`src/rtl/ctrl_pkg.sv`:
```
// Shared encodings for the multicycle controller: FSM states, opcodes, datapath
// select codes and trap causes.
package ctrl_pkg;

   typedef enum logic [3:0] {
      StFetch    = 4'd0,
      StDecode   = 4'd1,
      StMemAdr   = 4'd2,
      StMemRd    = 4'd3,
      StMemWb    = 4'd4,
      StMemWr    = 4'd5,
      StRtExec   = 4'd6,
      StAluWb    = 4'd7,
      StBranch   = 4'd8,
      StAddiExec = 4'd9,
      StAddiWb   = 4'd10,
      StJump     = 4'd11,
      StTrap     = 4'd12
   } state_e;

   localparam logic [5:0] OpRtype = 6'b000000;
   localparam logic [5:0] OpLw    = 6'b100011;
   localparam logic [5:0] OpSw    = 6'b101011;
   localparam logic [5:0] OpBeq   = 6'b000100;
   localparam logic [5:0] OpAddi  = 6'b001000;
   localparam logic [5:0] OpJ     = 6'b000010;

   localparam logic [1:0] AluAdd   = 2'b00;
   localparam logic [1:0] AluSub   = 2'b01;
   localparam logic [1:0] AluFunct = 2'b10;

   localparam logic [1:0] PcAlu    = 2'b00;
   localparam logic [1:0] PcAluOut = 2'b01;
   localparam logic [1:0] PcJump   = 2'b10;
   localparam logic [1:0] PcTrap   = 2'b11;

   localparam logic [1:0] SrcBReg   = 2'b00;
   localparam logic [1:0] SrcBFour  = 2'b01;
   localparam logic [1:0] SrcBImm   = 2'b10;
   localparam logic [1:0] SrcBImmSh = 2'b11;

   localparam logic [1:0] CauseNone    = 2'b00;
   localparam logic [1:0] CauseIllegal = 2'b01;
   localparam logic [1:0] CauseTimeout = 2'b10;

endpackage

```
`src/rtl/ctrl_output_decode.sv`:
```
// Combinational map from controller state to datapath strobes and selects.
module ctrl_output_decode
   import ctrl_pkg::*;
(
   input  logic [3:0] state_i,
   input  logic       mem_ready_i,
   input  logic       trap_ack_i,
   output logic       pc_write_o,
   output logic       pc_write_cond_o,
   output logic       ior_d_o,
   output logic       mem_read_o,
   output logic       mem_write_o,
   output logic       ir_write_o,
   output logic       mem_to_reg_o,
   output logic       alu_src_a_o,
   output logic       reg_write_o,
   output logic       reg_dst_o,
   output logic [1:0] pc_source_o,
   output logic [1:0] alu_op_o,
   output logic [1:0] alu_src_b_o,
   output logic       trap_o
);

   always_comb begin
      pc_write_o      = 1'b0;
      pc_write_cond_o = 1'b0;
      ior_d_o         = 1'b0;
      mem_read_o      = 1'b0;
      mem_write_o     = 1'b0;
      ir_write_o      = 1'b0;
      mem_to_reg_o    = 1'b0;
      alu_src_a_o     = 1'b0;
      reg_write_o     = 1'b0;
      reg_dst_o       = 1'b0;
      pc_source_o     = PcAlu;
      alu_op_o        = AluAdd;
      alu_src_b_o     = SrcBReg;
      trap_o          = 1'b0;
      case (state_i)
         StFetch: begin
            mem_read_o  = 1'b1;
            alu_src_b_o = SrcBFour;
            ir_write_o  = mem_ready_i;
            pc_write_o  = mem_ready_i;
         end
         StDecode: alu_src_b_o = SrcBImmSh;
         StMemAdr: begin
            alu_src_a_o = 1'b1;
            alu_src_b_o = SrcBImm;
         end
         StMemRd: begin
            ior_d_o    = 1'b1;
            mem_read_o = 1'b1;
         end
         StMemWb: begin
            mem_to_reg_o = 1'b1;
            reg_write_o  = 1'b1;
         end
         StMemWr: begin
            ior_d_o     = 1'b1;
            mem_write_o = 1'b1;
         end
         StRtExec: begin
            alu_src_a_o = 1'b1;
            alu_op_o    = AluFunct;
         end
         StAluWb: begin
            reg_dst_o   = 1'b1;
            reg_write_o = 1'b1;
         end
         StBranch: begin
            alu_src_a_o     = 1'b1;
            alu_op_o        = AluSub;
            pc_write_cond_o = 1'b1;
            pc_source_o     = PcAluOut;
         end
         StAddiExec: begin
            alu_src_a_o = 1'b1;
            alu_src_b_o = SrcBImm;
         end
         StAddiWb: reg_write_o = 1'b1;
         StJump: begin
            pc_write_o  = 1'b1;
            pc_source_o = PcJump;
         end
         StTrap: begin
            trap_o = 1'b1;
            // Redirect to the trap vector only in the acknowledge cycle
            if (trap_ack_i) begin
               pc_write_o  = 1'b1;
               pc_source_o = PcTrap;
            end
         end
         default: ;
      endcase
   end

endmodule

```
`src/rtl/multicycle_control.sv`:
```
// Multicycle processor control FSM: next-state sequencing, memory wait counter with
// timeout trap, and reset gating of the write/read strobes.
module multicycle_control
   import ctrl_pkg::*;
#(
   parameter int unsigned MEM_TIMEOUT = 16,
   parameter bit          TRAP_ENABLE = 1'b1
) (
   input  logic        clk,
   input  logic        rst_n,
   input  logic [31:0] instruction,
   input  logic        mem_ready,
   input  logic        trap_ack,
   output logic        PCWrite,
   output logic        PCWriteCond,
   output logic        IorD,
   output logic        MemRead,
   output logic        MemWrite,
   output logic        IRWrite,
   output logic        MemtoReg,
   output logic        ALUSrcA,
   output logic        RegWrite,
   output logic        RegDst,
   output logic [1:0]  PCSource,
   output logic [1:0]  ALUOp,
   output logic [1:0]  ALUSrcB,
   output logic        trap,
   output logic [1:0]  trap_cause,
   output logic [3:0]  state
);

   localparam logic [7:0] TimeoutLast = 8'(MEM_TIMEOUT - 1);

   state_e     state_q, state_d;
   logic [7:0] cnt_q, cnt_d;
   logic [1:0] cause_q, cause_d;
   logic [5:0] opcode;
   logic       waiting;
   logic       timeout;
   logic       unused_instr;

   assign opcode       = instruction[31:26];
   assign unused_instr = ^instruction[25:0];
   assign waiting      = state_q inside {StFetch, StMemRd, StMemWr};
   // The wait that would bring the counter to MEM_TIMEOUT traps instead
   assign timeout      = TRAP_ENABLE && !mem_ready && (cnt_q == TimeoutLast);

   always_comb begin
      state_d = state_q;
      cause_d = cause_q;
      case (state_q)
         StFetch, StMemRd, StMemWr: begin
            if (mem_ready) begin
               case (state_q)
                  StFetch: state_d = StDecode;
                  StMemRd: state_d = StMemWb;
                  default: state_d = StFetch;
               endcase
            end else if (timeout) begin
               state_d = StTrap;
               cause_d = CauseTimeout;
            end
         end
         StDecode: begin
            case (opcode)
               OpLw, OpSw: state_d = StMemAdr;
               OpRtype:    state_d = StRtExec;
               OpBeq:      state_d = StBranch;
               OpAddi:     state_d = StAddiExec;
               OpJ:        state_d = StJump;
               default: begin
                  if (TRAP_ENABLE) begin
                     state_d = StTrap;
                     cause_d = CauseIllegal;
                  end else begin
                     state_d = StFetch;
                  end
               end
            endcase
         end
         StMemAdr: begin
            if (opcode == OpLw) begin
               state_d = StMemRd;
            end else if (opcode == OpSw) begin
               state_d = StMemWr;
            end else begin
               state_d = StFetch;
            end
         end
         StRtExec:   state_d = StAluWb;
         StAddiExec: state_d = StAddiWb;
         StTrap: begin
            if (trap_ack) begin
               state_d = StFetch;
               cause_d = CauseNone;
            end
         end
         default: state_d = StFetch;
      endcase
   end

   always_comb begin
      cnt_d = cnt_q;
      if (state_d != state_q) begin
         cnt_d = '0;
      end else if (waiting && !mem_ready && (cnt_q != 8'hFF)) begin
         cnt_d = cnt_q + 8'd1;
      end
   end

   always_ff @(posedge clk or negedge rst_n) begin
      if (!rst_n) begin
         state_q <= StFetch;
         cnt_q   <= '0;
         cause_q <= CauseNone;
      end else begin
         state_q <= state_d;
         cnt_q   <= cnt_d;
         cause_q <= cause_d;
      end
   end

   logic dec_pc_write, dec_mem_read, dec_mem_write, dec_ir_write, dec_reg_write;

   ctrl_output_decode u_decode (
      .state_i         (state_q),
      .mem_ready_i     (mem_ready),
      .trap_ack_i      (trap_ack),
      .pc_write_o      (dec_pc_write),
      .pc_write_cond_o (PCWriteCond),
      .ior_d_o         (IorD),
      .mem_read_o      (dec_mem_read),
      .mem_write_o     (dec_mem_write),
      .ir_write_o      (dec_ir_write),
      .mem_to_reg_o    (MemtoReg),
      .alu_src_a_o     (ALUSrcA),
      .reg_write_o     (dec_reg_write),
      .reg_dst_o       (RegDst),
      .pc_source_o     (PCSource),
      .alu_op_o        (ALUOp),
      .alu_src_b_o     (ALUSrcB),
      .trap_o          (trap)
   );

   // Side-effecting strobes are held off while reset is asserted
   assign PCWrite    = dec_pc_write & rst_n;
   assign MemRead    = dec_mem_read & rst_n;
   assign MemWrite   = dec_mem_write & rst_n;
   assign IRWrite    = dec_ir_write & rst_n;
   assign RegWrite   = dec_reg_write & rst_n;
   assign trap_cause = cause_q;
   assign state      = state_q;

endmodule
```
`config.mk`:
```
export PLATFORM = sky130hd
export DESIGN_NAME = multicycle_control
export DESIGN_NICKNAME = d
export VERILOG_FILES = /design/src/rtl/ctrl_pkg.sv /design/src/rtl/ctrl_output_decode.sv /design/src/rtl/multicycle_control.sv
export SDC_FILE = /design/constraint.sdc
export NUM_CORES = 1
export LEC_CHECK = 0
export ABC_AREA = 1
export CORE_ASPECT_RATIO = 0.7
export CORE_MARGIN = 8
export CORE_UTILIZATION = 30
export DETAILED_ROUTE_END_ITERATION = 8
export HOLD_SLACK_MARGIN = 0.05
export PLACE_DENSITY = 0.6
export SLEW_MARGIN = 0
export SYNTH_ARGS = -nofsm -noshare
export SYNTH_HDL_FRONTEND = slang
export SYNTH_SLANG_ARGS = --single-unit
```
`constraint.sdc`:
```
create_clock -name clk -period 4.02 [get_ports clk]
set_input_delay 0.804 -clock clk [delete_from_list [all_inputs] [get_ports clk]]
set_output_delay 0.804 -clock clk [all_outputs]
set_load 0.02 [all_outputs]
```
Word level (Yosys, flattened, before mapping)
Index checks and enable logic that the tools add are counted.
{"block": "totals", "regBits": 14, "word_cells": 82, "inputBits": 36, "output_inout_bits": 23}
{"block": "classes", "n_bitwise": 5, "n_reduce_logical": 18, "n_eq_ne": 24, "addsub": 1, "muxes": 31}
{"operator": "one-hot mux 4 bit (6 select lines)", "n": 1}
{"operator": "== test 4 bit, second input constant", "n": 5}
{"operator": "one-hot mux 4 bit (5 select lines)", "n": 1}
{"operator": "one-hot mux 2 bit (3 select lines)", "n": 3}
{"operator": "== test 4 x 3 -> 1 bit, second input constant", "n": 4}
{"operator": "2-to-1 mux 8 bit", "n": 2}
{"operator": "== test 6 bit, second input constant", "n": 2}
{"operator": "2-to-1 mux 4 bit", "n": 3}
{"operator": "2-to-1 mux 1 bit", "n": 11}
{"operator": "2-to-1 mux 2 bit", "n": 5}
{"operator": "adder 8 x 1 -> 8 bit, second input constant", "n": 1}
{"operator": "== test 4 x 2 -> 1 bit, second input constant", "n": 2}
{"operator": "== test 8 x 4 -> 1 bit, second input constant", "n": 1}
{"operator": "inequality test 2 bit, second input constant", "n": 4}
{"operator": "inequality test 8 bit, second input constant", "n": 1}
{"operator": "OR reduction 2 bit", "n": 4}
{"operator": "== test 6 x 2 -> 1 bit, second input constant", "n": 1}
{"operator": "== test 6 x 3 -> 1 bit, second input constant", "n": 1}
{"operator": "== test 6 x 4 -> 1 bit, second input constant", "n": 1}
{"operator": "logical NOT 6 bit", "n": 1}
{"operator": "2-to-1 mux 3 bit", "n": 2}
{"operator": "one-hot mux 3 bit (2 select lines)", "n": 1}
{"operator": "nonzero test 3 bit", "n": 2}
{"operator": "OR reduction 3 bit", "n": 2}
{"operator": "other kinds (12)", "n": 18}

Longest topological paths before layout
{"block": "logic_depth", "ltp_word": 7, "mapped_depth": 13, "ltp_nobuf": 12}

Cells and area by module
Synthesis repeated with hierarchy kept, for this count alone.
{"block": "hier_totals", "hier_cells": 230, "hier_area_um2": 1342.5}
{"module": "multicycle_control", "area_per_inst_um2": 1163.6, "n_inst": 1, "cells_each": 190}
{"module": "ctrl_output_decode", "area_per_inst_um2": 178.9, "n_inst": 1, "cells_each": 40}

Worst setup path before layout
OpenSTA, ideal clock, no wires.
{"block": "synth_path", "kind": "register to output", "start": "register state_q[2], in the netlist state[2]", "end": "output port RegWrite", "stages_incl_launch_ff": 7, "slack_ns": 1.575, "path_buffers": 0, "required_time_ns": 3.216, "arrival_ns": 1.641, "path_cell_list": "dfrtp_1 -> inv_2 -> nor2_2 -> inv_1 -> nor3_1 -> o31ai_1 -> inv_1"}
{"block": "synth_via", "elab_chain_len": 4, "elab_cells_between_ends": 6, "cone_classes": "eq/ne (3); mux (1); bitwise (1); reduce/logical (1)"}
{"item": "start: declaration", "line_no": "multicycle_control.sv:34", "rtl": "state_e state_q, state_d;"}
{"item": "start signal: assignment", "line_no": "multicycle_control.sv:113", "rtl": "state_q <= StFetch;"}
{"item": "start signal: assignment", "line_no": "multicycle_control.sv:117", "rtl": "state_q <= state_d;"}
{"item": "== test 4 x 3 -> 1 bit / == test 4 bit (equally long branches)", "line_no": "ctrl_output_decode.sv:39", "rtl": "case (state_i)"}
{"item": "OR reduction 3 bit (no line) (*)"}
{"item": "2-to-1 mux 1 bit (*)", "line_no": "ctrl_output_decode.sv:39"}
{"item": "bitwise AND 1 bit (*)", "line_no": "multicycle_control.sv:150", "rtl": "assign RegWrite = dec_reg_write & rst_n;"}
{"item": "end: declaration", "line_no": "multicycle_control.sv:22", "rtl": "output logic RegWrite,"}
Mark *: on every way between the ends. The rest lies on a longest branch, timed or not.

Worst setup path after layout
{"block": "layout_path", "start": "input port mem_ready", "end": "output port PCWrite"}
{"block": "layout_via", "elab_chain_len": 2}
{"item": "start: declaration", "line_no": "multicycle_control.sv:12", "rtl": "input logic mem_ready,"}
{"item": "one-hot mux 1 bit (3 select lines)", "line_no": "ctrl_output_decode.sv:39"}
{"item": "bitwise AND 1 bit", "line_no": "multicycle_control.sv:146", "rtl": "assign PCWrite = dec_pc_write & rst_n;"}
{"item": "end: declaration", "line_no": "multicycle_control.sv:14", "rtl": "output logic PCWrite,"}
No other way between the ends.

==> results by group <==
Die
  • Num ports: 59
  • Rows: 20
  • Starting density of the core: 30.96%
  • Die ar.: 0.006864 sq mm
  • Horiz. Die Dim: 95.66 microns
  • Die H: 71.76 microns
  • Core region area: 0.004304 sq mm

Worst setup path
  • Crit. End Element: output port
  • Worst R2R End: cnt_q[0]
  • Critical Path Fanout Max: 6
  • Critical Path RT: 3220 ps
  • Critical path type: in2out
  • Worst R2R Start: state[0]
  • Launch point of the worst path: mem_ready
  • Worst Path Arrival: 2380 ps
  • Reg2Reg Depth: 9
  • CP startpoint kind: input port
  • Reg2reg setup slack: 2160 ps

Timing
  • Fin crit share: 79.24%
  • Worst-margin pin slew: 341.3 ps
  • Setup violators final: 0
  • Tmin final: 3185 ps
  • Maximum operating frequency: 313.9 MHz
  • Slew Limit Headroom: 77.16%
  • Setup Skew: 0.5943 ps
  • Setup TNS Final: 0 ps
  • Final Hold Fails: 0
  • RSZ-0062 raised after global routing: false
  • Hold Slack: 512.2 ps
  • Slew Limit Fails: 0

Global routing
  • Vias in the first global route: 1,308
  • Largest net degree at the start of global routing: 16
  • Grt total ovfl: 0
  • Antenna violations before repair: 0
  • First-pass GRT wire length: 6.182 mm
  • Met2 usage: 15.78%
  • GR peak layer: met2
  • GR met1 Demand/Resource: 15.77%
  • Global-route usage over all layers: 11.21%
  • Met3 usage: 3.549%

Min path
  • WHS Endpoint: trap_cause[0]
  • Hold Path Stages: 2
  • Hold_sp: trap_cause[0]
  • Worst hold path class: reg2reg

Routing
  • Avg Vias per Cell: 4.468
  • Routed wire per std cell: 11.83 microns
  • Final wirelength: 3.491 mm
  • # DRC: 0
  • ANT nets after route: 0
  • DRT iter0 DRCs: 91
  • Drt pass-1 iters: 5
  • Via count: 1,318

Clocking
  • H-tree levels: 1
  • # Post-CTS Setup Buffers: 0
  • Sink Count: 14
  • CTS tree: yes
  • CTS-repair resized insts: 0
  • Clk root buf: clkbuf_8
  • Clk buf depth: 2
  • Clk_lat worst skew: 240 ps
  • CTS hold repair buffers: 0
  • CTS buffer count: 3
  • Clk slew on worst S/H paths: 60 ps

Logic synthesis
  • Mapped cell area: 0.001333 sq mm
  • Synth warn: 0
  • FF+latch count, synth: 14
  • Syn nets: 242
  • Cells after Synth: 205
  • Netlist cell types: 25
  • Sequential-to-total area share from yosys stat: 26.29%
  • Avg Cell Area, Syn: 6.500 sq um

Finish
  • Fin nets: 278
  • Share of cells above drive strength 1: 15.00%
  • Diode count: 0
  • Growth of design area from synthesis to finish: 32.49%
  • Fill cells: 452

Place
  • Gpl congestion: 0.8353
  • # port buffers: 32
  • DPL Wire Length: 2.853 mm

Run
  • Max Cap Viol: 0

Power and ir drop
  • Pwr Density: 630.1 mW/mm^2
  • Static leakage: 0.8297 nW
  • VDD IR-drop max: 0.4013 mV

Outcome
  • Outcome: finished, final reports clean
synthesized netlist by cell type:
master,number,share of area [%]
a21oi_1,3,1.1
buf_4,1,0.56
buf_6,1,0.85
dfrtp_1,14,26
ha_1,1,0.94
inv_1,27,7.6
inv_2,4,1.1
nand2_1,50,14
nand2_2,4,1.9
nand2_4,1,0.85
nand3_1,16,6.0
nand3_2,4,3.0
nand3_4,3,3.9
nand3b_1,1,0.56
nand4_1,4,1.9
nor2_1,38,11
nor2_2,6,2.8
nor2_4,1,0.85
nor3_1,4,1.5
nor3_2,8,6.0
o2111ai_1,1,0.66
o21ai_0,6,2.3
o31ai_1,1,0.56
xnor2_1,3,2.0
xor2_1,3,2.0
placed cells by master, fill, tap and decap left out, types with 6 or more instances in the layout:
cell type	netlist	layout
dfrtp_1	14	14
clkdlybuf4s50_1	0	32
o21ai_0	6	6
nor3_2	8	8
nor2_2	6	6
nand2_1	50	50
inv_1	27	27
nor2_1	38	38
nand3_1	16	16
cell type report:
| class | instances | area (sq um) | share of cell area [%] |
|---|---|---|---|
| inverter | 31 | 116.4 | 6.591 |
| tap | 55 | 68.82 | 3.898 |
| sequential | 14 | 350.3 | 19.84 |
| multi-input combinational | 158 | 847.1 | 47.98 |
| clock buffer | 4 | 55.05 | 3.118 |
| timing repair buffer | 33 | 327.8 | 18.57 |
worst max path at each step:
stage	cells after the start	slack (ps)	endpoint
floorplan	6	1570	RegWrite
global placement	6	830	PCWrite
detailed placement	5	830	RegWrite
CTS	5	820	RegWrite
global route	5	740	RegWrite
finish	6	830	PCWrite
through the flow:
stage          cells  utilization [%]  area (sq um)  power, mW  setup slack (ps)
2_1_floorplan    205                -          1333     0.7286              1575
3_3_place_gp     291            39.74          1710     0.9826             828.6
3_5_place_dp     291            39.74          1710     0.9834             825.6
4_1_cts          295            41.02          1765      1.129             818.2
5_1_grt          295            41.02          1765      1.220             735.4
6_report         295            41.02          1765      1.112             834.6
registers in the layout (all words and copies together) (netlist names):
register and count:
cnt_q 8, state 4, trap_cause 2
layer usage:
metal | wire [microns] | vias up
met3 | 316 | 4
met4 | 27 | 0
met5 | 0 | -
met1 | 1793 | 564
li1 | - | 717
met2 | 1354 | 33
report_power, final:
group          switching [mW]  total, mW  internal, mW
registers              0.0464      0.217         0.171
clock network          0.0503      0.137        0.0868
logic                   0.482      0.758         0.277
total                   0.578       1.11         0.534
cell families after synthesis:
group,Yosys count,share of synthesized area [%]
fa+ha+maj,1,0.9388
simple gates,140,54.09
compound gates,11,4.601
flops,14,26.29
buf+inv,33,10.14
xor+xnor,6,3.944
worst max-delay path, stage by stage:
cell and delay, ps:
clkdlybuf4s50_1 600, nand3_1 170, nand3_1 120, nand2_1 50, inv_1 40, clkdlybuf4s50_1 590
Power figures use the tool's default switching activity.
